--- config.mk ---
export PLATFORM = sky130hd
export DESIGN_NAME = imem_loader
export DESIGN_NICKNAME = d
export VERILOG_FILES = /design/src/rtl/imem_loader.sv
export SDC_FILE = /design/constraint.sdc
export NUM_CORES = 1
export LEC_CHECK = 0
export ABC_AREA = 1
export ABC_CLOCK_PERIOD_IN_PS = 3300
export BUFFER_PORTS_ARGS = -buffer_cell sky130_fd_sc_hd__buf_2
export CELL_PAD_IN_SITES_DETAIL_PLACEMENT = 0
export CELL_PAD_IN_SITES_GLOBAL_PLACEMENT = 1
export CORE_MARGIN = 2
export CORE_UTILIZATION = 37
export CTS_BUF_LIST = sky130_fd_sc_hd__clkbuf_16
export CTS_CLUSTER_SIZE = 30
export DETAILED_ROUTE_END_ITERATION = 7
export GPL_ROUTABILITY_DRIVEN = 0
export PLACE_DENSITY = 0.81
export SYNTH_ARGS = -nofsm -noshare
export SYNTH_HDL_FRONTEND = slang
export SYNTH_SLANG_ARGS = --single-unit
--- constraint.sdc ---
create_clock -name clk_i -period 3.3 [get_ports clk_i]
set_clock_uncertainty 0.1 [all_clocks]
set_input_delay 0.66 -clock clk_i [delete_from_list [all_inputs] [get_ports clk_i]]
set_output_delay 0.66 -clock clk_i [all_outputs]
set_load 0.1 [all_outputs]
--- src/rtl/imem_loader.sv ---
`timescale 1ns/1ps
`default_nettype none
// ============================================================================
//  Module   : imem_loader
//  Brief    : Boot loader that packs a byte stream little-endian into 32-bit
//             instruction-memory writes, then holds the CPU start level.
//  Revision : 1.0 - initial release
// ============================================================================
module imem_loader #(
    parameter int ADDR_W = 8
) (
    input  logic              clk_i,
    input  logic              rst_i,
    input  logic              load_i,
    input  logic [7:0]        byte_i,
    input  logic              byte_valid_i,
    input  logic              last_i,
    output logic              byte_ready_o,
    output logic              wr_en_o,
    output logic [31:0]       wr_addr_o,
    output logic [31:0]       wr_data_o,
    output logic              start_o,
    output logic              busy_o,
    output logic              err_o,
    output logic [ADDR_W:0]   word_count_o
);

    typedef enum logic [2:0] {
        S_IDLE  = 3'd0,
        S_LOAD  = 3'd1,
        S_DRAIN = 3'd2,
        S_RUN   = 3'd3,
        S_ERR   = 3'd4
    } state_t;

    localparam logic [ADDR_W:0] c_WORDS = {1'b1, {ADDR_W{1'b0}}};

    state_t            r_state;
    state_t            w_state_nxt;
    logic [1:0]        r_lane;
    logic [ADDR_W:0]   r_word_idx;
    logic [31:0]       r_asm;
    logic [31:0]       w_asm_nxt;
    logic              w_accept;
    logic              w_overflow;
    logic              w_reload;

    assign w_accept     = byte_valid_i & byte_ready_o;
    assign w_overflow   = (r_word_idx == c_WORDS);
    assign w_reload     = load_i & ((r_state == S_IDLE) | (r_state == S_RUN) | (r_state == S_ERR));
    assign word_count_o = r_word_idx;

    // Assembly register with the incoming byte dropped into the current lane
    always_comb begin
        w_asm_nxt = r_asm;
        w_asm_nxt[{r_lane, 3'b000} +: 8] = byte_i;
    end

    always_comb begin
        w_state_nxt = r_state;
        case (r_state)
            S_IDLE, S_RUN, S_ERR: begin
                if (load_i) begin
                    w_state_nxt = S_LOAD;
                end
            end
            S_LOAD: begin
                if (w_accept) begin
                    if (w_overflow) begin
                        w_state_nxt = S_ERR;
                    end else if (last_i) begin
                        w_state_nxt = S_DRAIN;
                    end
                end
            end
            S_DRAIN: w_state_nxt = S_RUN;
            default: w_state_nxt = S_IDLE;
        endcase
    end

    always_ff @(posedge clk_i or posedge rst_i) begin
        if (rst_i) begin
            r_state      <= S_IDLE;
            r_lane       <= 2'd0;
            r_word_idx   <= '0;
            r_asm        <= 32'd0;
            byte_ready_o <= 1'b0;
            wr_en_o      <= 1'b0;
            wr_addr_o    <= 32'd0;
            wr_data_o    <= 32'd0;
            start_o      <= 1'b0;
            busy_o       <= 1'b0;
            err_o        <= 1'b0;
        end else begin
            r_state      <= w_state_nxt;
            byte_ready_o <= (w_state_nxt == S_LOAD);
            busy_o       <= (w_state_nxt == S_LOAD) | (w_state_nxt == S_DRAIN);
            start_o      <= (w_state_nxt == S_RUN);
            err_o        <= (w_state_nxt == S_ERR);
            wr_en_o      <= 1'b0;

            if (w_reload) begin
                r_lane     <= 2'd0;
                r_word_idx <= '0;
                r_asm      <= 32'd0;
            end else if ((r_state == S_LOAD) && w_accept && !w_overflow) begin
                if ((r_lane == 2'd3) || last_i) begin
                    // Word complete: emit it and start the next one from a clean slate
                    wr_en_o    <= 1'b1;
                    wr_addr_o  <= {{(29 - ADDR_W){1'b0}}, r_word_idx, 2'b00};
                    wr_data_o  <= w_asm_nxt;
                    r_word_idx <= r_word_idx + 1'b1;
                    r_lane     <= 2'd0;
                    r_asm      <= 32'd0;
                end else begin
                    r_asm      <= w_asm_nxt;
                    r_lane     <= r_lane + 2'd1;
                end
            end
        end
    end

endmodule
`default_nettype wire
==> results of run 1 <==
metal layers:
layer / global-route usage / vias to the layer above / part of all wire
met1: 0.2308 / 1779 / 0.48
met3: 0.03216 / 9 / 0.035
met2: 0.2541 / 71 / 0.47
li1: - / 1870 / -
met4: 0.05462 / 0 / 0.011
met5: 0 / - / 0
flip-flops by register name (all words and copies together), names as in the netlist:
register,count
busy_o,1
byte_ready_o,1
err_o,1
r_asm,32
r_lane,2
r_state,3
start_o,1
word_count_o,9
wr_addr_o,9
wr_data_o,32
wr_en_o,1
worst max-delay path, delay by kind of cell, from the launching register on:
kind / cells / cell delay, ps
AO/OA/AOI/OAI: 1 / 160
flip-flops: 1 / 500
adder cells (fa/ha/maj): 1 / 440
AND/OR/NAND/NOR: 5 / 620
buffers and inverters: 2 / 540
worst paths after layout:
path / from / to / slack (ps) / cells after the start
worst max-delay path: r_lane[0]$_DFFE_PP0P_ / r_asm[28]$_DFFE_PP0P_ / 890 / 9
worst min register to register: wr_data_o[3]$_DFFE_PP0P_ / wr_data_o[3]$_DFFE_PP0P_ / 380 / 2
min in group clk_i: wr_data_o[3]$_DFFE_PP0P_ / wr_data_o[3]$_DFFE_PP0P_ / 380 / 2
worst max register to register: r_lane[0]$_DFFE_PP0P_ / r_asm[28]$_DFFE_PP0P_ / 890 / 9
max in group asynchronous: rst_i / wr_data_o[14]$_DFFE_PP0P_ / 2330 / 3
worst min-delay path: rst_i / wr_data_o[1]$_DFFE_PP0P_ / 90 / 2
cells by family after synthesis:
logic type / after synthesis
AOI/OAI and AO/OA: 82
xor gates and xnor gates: 3
adders and majority gates: 8
buffers and inverters: 89
DFF: 92
other: 1
and+or+nand+nor: 288
synth_stat cells:
cell and n:
clkbuf_1 4, o21a_1 3, xor2_1 3, dfrtp_1 92
nand2_2 4, a21oi_1 1, clkinv_1 2, a31oi_1 3
inv_2 6, o21ai_1 14, buf_4 29, inv_1 36
buf_6 3, nor2_2 2, a22oi_1 20, o21ai_0 41
nand2_4 2, nand4_1 12, conb_1 1, nand3_1 26
ha_1 8, nand3_4 1, nor2_1 59, buf_2 9
nand2_1 182
metrics by stage:
stage                     cells  power (mW)  setup slack [ps]
after detailed placement    756       3.847             757.4
after CTS                   772       5.017             896.8
after global placement      756       3.816             841.1
after floorplan             585       3.505             148.0
after global routing        772       5.235             568.1
final                       772       4.971             892.2
power groups by stage:
stage / logic (mW) / clock network [mW] / registers, mW
after floorplan: 0.958 / 0 / 2.55
after global placement: 2.33 / 0 / 1.49
after detailed placement: 2.35 / 0 / 1.50
after CTS: 2.35 / 1.18 / 1.48
after global routing: 2.50 / 1.23 / 1.51
final: 2.33 / 1.15 / 1.48
area by class of cell:
| cell class | instances | area, um2 | share of cell area |
|---|---|---|---|
| Sequential cell | 92 | 2302 | 0.4409 |
| Multi-Input combinational cell | 404 | 1872 | 0.3585 |
| Timing Repair Buffer | 69 | 362.8 | 0.06949 |
| Clock buffer | 9 | 225.2 | 0.04313 |
| Tap cell | 147 | 183.9 | 0.03523 |
| Inverter | 44 | 166.4 | 0.03187 |
| Clock inverter | 7 | 108.9 | 0.02085 |
==> out/qor.yml, run 1 <==
floorplan:
  initial_core_util: 0.3803
  fp.dieH_um: 115.1
  io_pins: 91
  fp.dieW_um: 115.1
  core.rowCount: 40
  core_um2: 12010
  die_area_um2: 13250
detailed_routing:
  first_pass_iters: 4
  drtAntennaViolNets: 0
  drt_iter0_markers: 210
  viasPerCell: 4.830
  drc: 0
  post_drt_wl_per_cell_um: 13.61
  wl_um: 10510
  vias: 3729
final_layout:
  nets: 641
  drive_above_1_share: 0.1568
  layout_common_cells: "nand2_1 (182), dfrtp_1 (92), buf_2 (67)"
  mostFrequentLayoutCell: "nand2_1"
  syn_to_final_growth_pct: 14.30
  fillers: 1234
  final_util: 0.4347
  design_area_um2: 5221
  diodes: 0
timing:
  finalSetupTns_ps: 0
  worst_pin_slew_ps: 768.7
  hold_violations: 0
  period_minus_slack_ps: 2408
  rsz0062_at_grt: "false"
  slew_headroom: 0.4856
  hold_ws_ps: 88.79
  fmax_mhz: 415.3
  setup_violations: 0
  maxSlewViolCount: 0
  final.period_utilization: 0.7296
logic_synthesis:
  yosysSeqAreaShare: 0.5040
  synth_top_cell_area_share: 0.5040
  synth_area_leaders: "dfrtp_1 (50%), nand2_1 (15%), nor2_1 (4.8%), buf_4 (4.8%), o21ai_0 (4.5%)"
  yosysTopAreaCell: "dfrtp_1"
  synth_seq_cells: 92
  synthCells: 563
  synth_cell_type_count: 25
  synth_compound_area_frac: 0.1033
  yosys.area_share.simple: 0.2599
  synthXorXnorAreaFrac: 0.005752
  syn_area_per_cell_um2: 8.114
  synth_top_family_by_area: "simple AND/OR/NAND/NOR gates"
  netlist_area_um2: 4568
  synth_mux_area_frac: 0
  synth-adder-area-share: 0.02191
  ys_warn_count: 0
worst_setup_path:
  cp_slowest_cell: "dfrtp_1"
  critPathMaxFanout: 11
  startpoint_type: "register"
  slowest_delay_ps: 500
  arrival_ps: 2580
  required_ps: 3480
  cp-end-kind: "register"
  cpMostUsedCell: "nand2_1"
  crit_type: "register to register"
  path_cells: "clkinv_1 -> ha_1 -> inv_1 -> nand2_1 -> nor2_1 -> a22oi_1 -> nor2_1 -> nand2_1 -> nand2_1"
clocking:
  hold_buffers: 0
  clock_latency_ps: 340
  cts_buffer_depth: 2
  cts_tree: "built"
  clkSinkCount: 92
  cts_root_buffer: "clkbuf_16"
  postCtsSetupBuffers: 0
  cts_made_buffers: 9
  htree_levels: 3
  cts-resized-gates: 0
  clk_pin_slew_ps: 60
power_and_ir_drop:
  switching_power_mw: 2.563
  clkPwrFrac: 0.232
  power.density_nw_per_um2: 952.0
  swShare: 0.5156
  pwr-share-seq: 0.298
  p_leak_nw: 2.794
  combPwrFrac: 0.470
  p_int_mw: 2.408
  ir_drop_uv: 768.8
grt:
  grt_pass1_vias: 3550
  grt_remaining_overflow: 0
  grt_max_degree: 87
  antenna_found_initial: 0
  grtUsageTotal: 0.1637
  grt_pass1_wl_um: 17190
flow_run:
  maxCapViolations: 0
hold_path:
  hold_class: "primary input to async pin"
place:
  dpl-instance-area_um2: 4887
  portBuffers: 67
  dp_hpwl_um: 7288
status:
  run_status: "completed"
Power figures use the tool's default switching activity.
==> inputs of run 2 (changes only) <==
--- a/config.mk
+++ b/config.mk
@@ -6,7 +6,7 @@
 export NUM_CORES = 1
 export LEC_CHECK = 0
 export ABC_AREA = 1
-export ABC_CLOCK_PERIOD_IN_PS = 3300
+export ABC_CLOCK_PERIOD_IN_PS = 2090
 export BUFFER_PORTS_ARGS = -buffer_cell sky130_fd_sc_hd__buf_2
 export CELL_PAD_IN_SITES_DETAIL_PLACEMENT = 0
 export CELL_PAD_IN_SITES_GLOBAL_PLACEMENT = 1
==> constraint.sdc (replaced) <==
create_clock -name clk_i -period 2.09 [get_ports clk_i]
set_clock_uncertainty 0.1 [all_clocks]
set_input_delay 0.418 -clock clk_i [delete_from_list [all_inputs] [get_ports clk_i]]
set_output_delay 0.418 -clock clk_i [all_outputs]
set_load 0.1 [all_outputs]
==> out/qor.yml, run 2 (synthesized netlist as in run 1, its figures left out) <==
status:
  run_status: "completed"  # unchanged
place:
  dp.cells: 766  # was 756
  dp_hpwl_um: 7420  # was 7288 um
  dpl-instance-area_um2: 4980  # was 4887 um2
  portBuffers: 67  # unchanged
  dp_slack_ps: 29.14  # was 757.4 ps
clocking:
  htree_levels: 3  # unchanged
  cts_tree: "built"  # unchanged
  cts_root_buffer: "clkbuf_16"  # unchanged
  cts-resized-gates: 0  # unchanged
  postCtsSetupBuffers: 0  # unchanged
  cts_buffer_depth: 2  # unchanged
  clkSinkCount: 92  # unchanged
  cts_made_buffers: 9  # unchanged
  clock_latency_ps: 350  # was 340 ps
  clk_pin_slew_ps: 60  # about the same
  hold_buffers: 0  # unchanged
worst_setup_path:
  arrival_ps: 2080  # was 2580 ps
  worstRegToRegCells: 9  # unchanged
  r2r_start: "word_count_o[0]$_DFFE_PP0P_"  # was r_lane[0]$_DFFE_PP0P_
  cpMostUsedCell: "nand2_1"  # unchanged
  rr_endpoint: "wr_addr_o[2]$_DFFE_PP0P_"  # was r_asm[28]$_DFFE_PP0P_
  cp-end-kind: "register"  # unchanged
  critPathMaxFanout: 20  # was 11
  required_ps: 2250  # was 3480 ps
  path_cells: "inv_1 -> ha_1 -> nand2_1 -> nor2_1 -> nand2_2 -> nand3_4 -> buf_4 -> nand2_1 -> o21ai_0"  # was clkinv_1 -> ha_1 -> inv_1 -> nand2_1 -> nor2_1 -> a22oi_1 -> nor2_1 -> nand2_1 -> nand2_1
  slowest_delay_ps: 430  # was 500 ps
  cp_slowest_cell: "dfrtp_2"  # was dfrtp_1
  crit_type: "register to register"  # unchanged
  rrSetupSlack_ps: 160  # was 890 ps
  startpoint_type: "register"  # unchanged
power_and_ir_drop:
  p_int_mw: 3.796  # was 2.408 mW
  switching_power_mw: 4.116  # was 2.563 mW
  swShare: 0.5202  # was 0.5156
  clkPwrFrac: 0.216  # was 0.232
  p_leak_nw: 2.820  # was 2.794 nW
  power.density_nw_per_um2: 1489  # was 952.0 nW/um2
  finalPower_mw: 7.912  # was 4.971 mW
  ir_drop_uv: 1017  # was 768.8 uV
  combPwrFrac: 0.490  # was 0.470
  pwr-share-seq: 0.294  # was 0.298
floorplan:
  io_pins: 91  # unchanged
  fp.dieW_um: 115.1  # unchanged
  die_area_um2: 13250  # unchanged
  initial_core_util: 0.3803  # unchanged
  core.rowCount: 40  # unchanged
  fp.dieH_um: 115.1  # unchanged
  core_um2: 12010  # unchanged
detailed_routing:
  drtAntennaViolNets: 0  # unchanged
  first_pass_iters: 5  # was 4
  viasPerCell: 4.844  # was 4.830
  post_drt_wl_per_cell_um: 13.58  # was 13.61 um
  wl_um: 10610  # was 10510 um
  vias: 3783  # was 3729
  drc: 0  # unchanged
  drt_iter0_markers: 259  # was 210
timing:
  fmax_mhz: 519.4  # was 415.3 MHz
  maxSlewViolCount: 0  # unchanged
  worst_pin_slew_ps: 508.8  # was 768.7 ps
  final.period_utilization: 0.9211  # was 0.7296
  slew_headroom: 0.6608  # was 0.4856
  setup_ws_ps: 164.8  # was 892.2 ps
  hold_ws_ps: 106.7  # was 88.79 ps
  rsz0062_at_grt: "false"  # unchanged
  hold_violations: 0  # unchanged
  finalSetupTns_ps: 0  # unchanged
  setup_violations: 0  # unchanged
  period_minus_slack_ps: 1925  # was 2408 ps
final_layout:
  layout_common_cells: "nand2_1 (182), dfrtp_1 (90), buf_2 (67)"  # was nand2_1 (182), dfrtp_1 (92), buf_2 (67)
  final_util: 0.4425  # was 0.4347
  final_cell_count_no_fill: 781  # was 772
  syn_to_final_growth_pct: 16.35  # was 14.30%
  drive_above_1_share: 0.1814  # was 0.1568
  top_regs: "r_asm (32), wr_data_o (32)"  # unchanged
  fillers: 1221  # was 1234
  mostFrequentLayoutCell: "nand2_1"  # unchanged
  nets: 651  # was 641
  design_area_um2: 5315  # was 5221 um2
  diodes: 0  # unchanged
hold_path:
  hold_class: "primary input to async pin"  # unchanged
grt:
  grt_max_degree: 93  # was 87
  grt_pass1_wl_um: 17420  # was 17190 um
  grtUsageTotal: 0.1662  # was 0.1637
  grt_remaining_overflow: 0  # unchanged
  antenna_found_initial: 0  # unchanged
  grt_pass1_vias: 3580  # was 3550
flow_run:
  maxCapViolations: 0  # unchanged
[run 2: power groups by stage]
stage / combinational (mW) / clock [mW] / sequential (mW)
global placement: 3.81 / 0 / 2.35
CTS: 3.84 / 1.75 / 2.33
detailed placement: 3.84 / 0 / 2.36
finish: 3.87 / 1.71 / 2.32
global route: 4.13 / 1.82 / 2.37
floorplan: 1.51 / 0 / 4.03
[run 2: how the worst max path moves through the flow]
| stage | slack, ps | start | endpoint | cells after the start |
|---|---|---|---|---|
| 6_report | 160 | word_count_o[0]$_DFFE_PP0P_ | wr_addr_o[2]$_DFFE_PP0P_ | 9 |
| 5_1_grt | 0.9 | r_lane[0]$_DFFE_PP0P_ | r_asm[25]$_DFFE_PP0P_ | 9 |
| 4_1_cts | 20 | r_lane[0]$_DFFE_PP0P_ | r_asm[23]$_DFFE_PP0P_ | 8 |
| 3_5_place_dp | 30 | r_lane[0]$_DFFE_PP0P_ | r_asm[23]$_DFFE_PP0P_ | 8 |
| 3_3_place_gp | 150 | r_lane[0]$_DFFE_PP0P_ | r_asm[19]$_DFFE_PP0P_ | 8 |
| 2_1_floorplan | 10 | word_count_o[4]$_DFFE_PP0P_ | word_count_o[2]$_DFFE_PP0P_ | 9 |
[run 2: metal layers]
metal / routed length [um] / up-vias / track usage
li1: - / 1890 / -
met1: 5041 / 1793 / 0.2314
met2: 4954 / 89 / 0.2569
met3: 460 / 11 / 0.03110
met4: 153 / 0 / 0.06667
met5: 0 / - / 0
[run 2: area by class of cell]
class	instances	area [um2]	share of cell area
Clock buffer	9	225.2	0.04237
Timing Repair Buffer	79	450.4	0.08475
Tap cell	147	183.9	0.03460
Sequential cell	92	2305	0.4336
Inverter	44	170.2	0.03202
Clock inverter	6	82.58	0.01554
Multi-Input combinational cell	404	1898	0.3571
[run 2: critical path: cells and delay by family, from the launching register on]
family          cells  cell delay (ps)
flops               1              430
simple gates        5              680
fa+ha+maj           1              160
compound gates      1               80
buf+inv             2              390
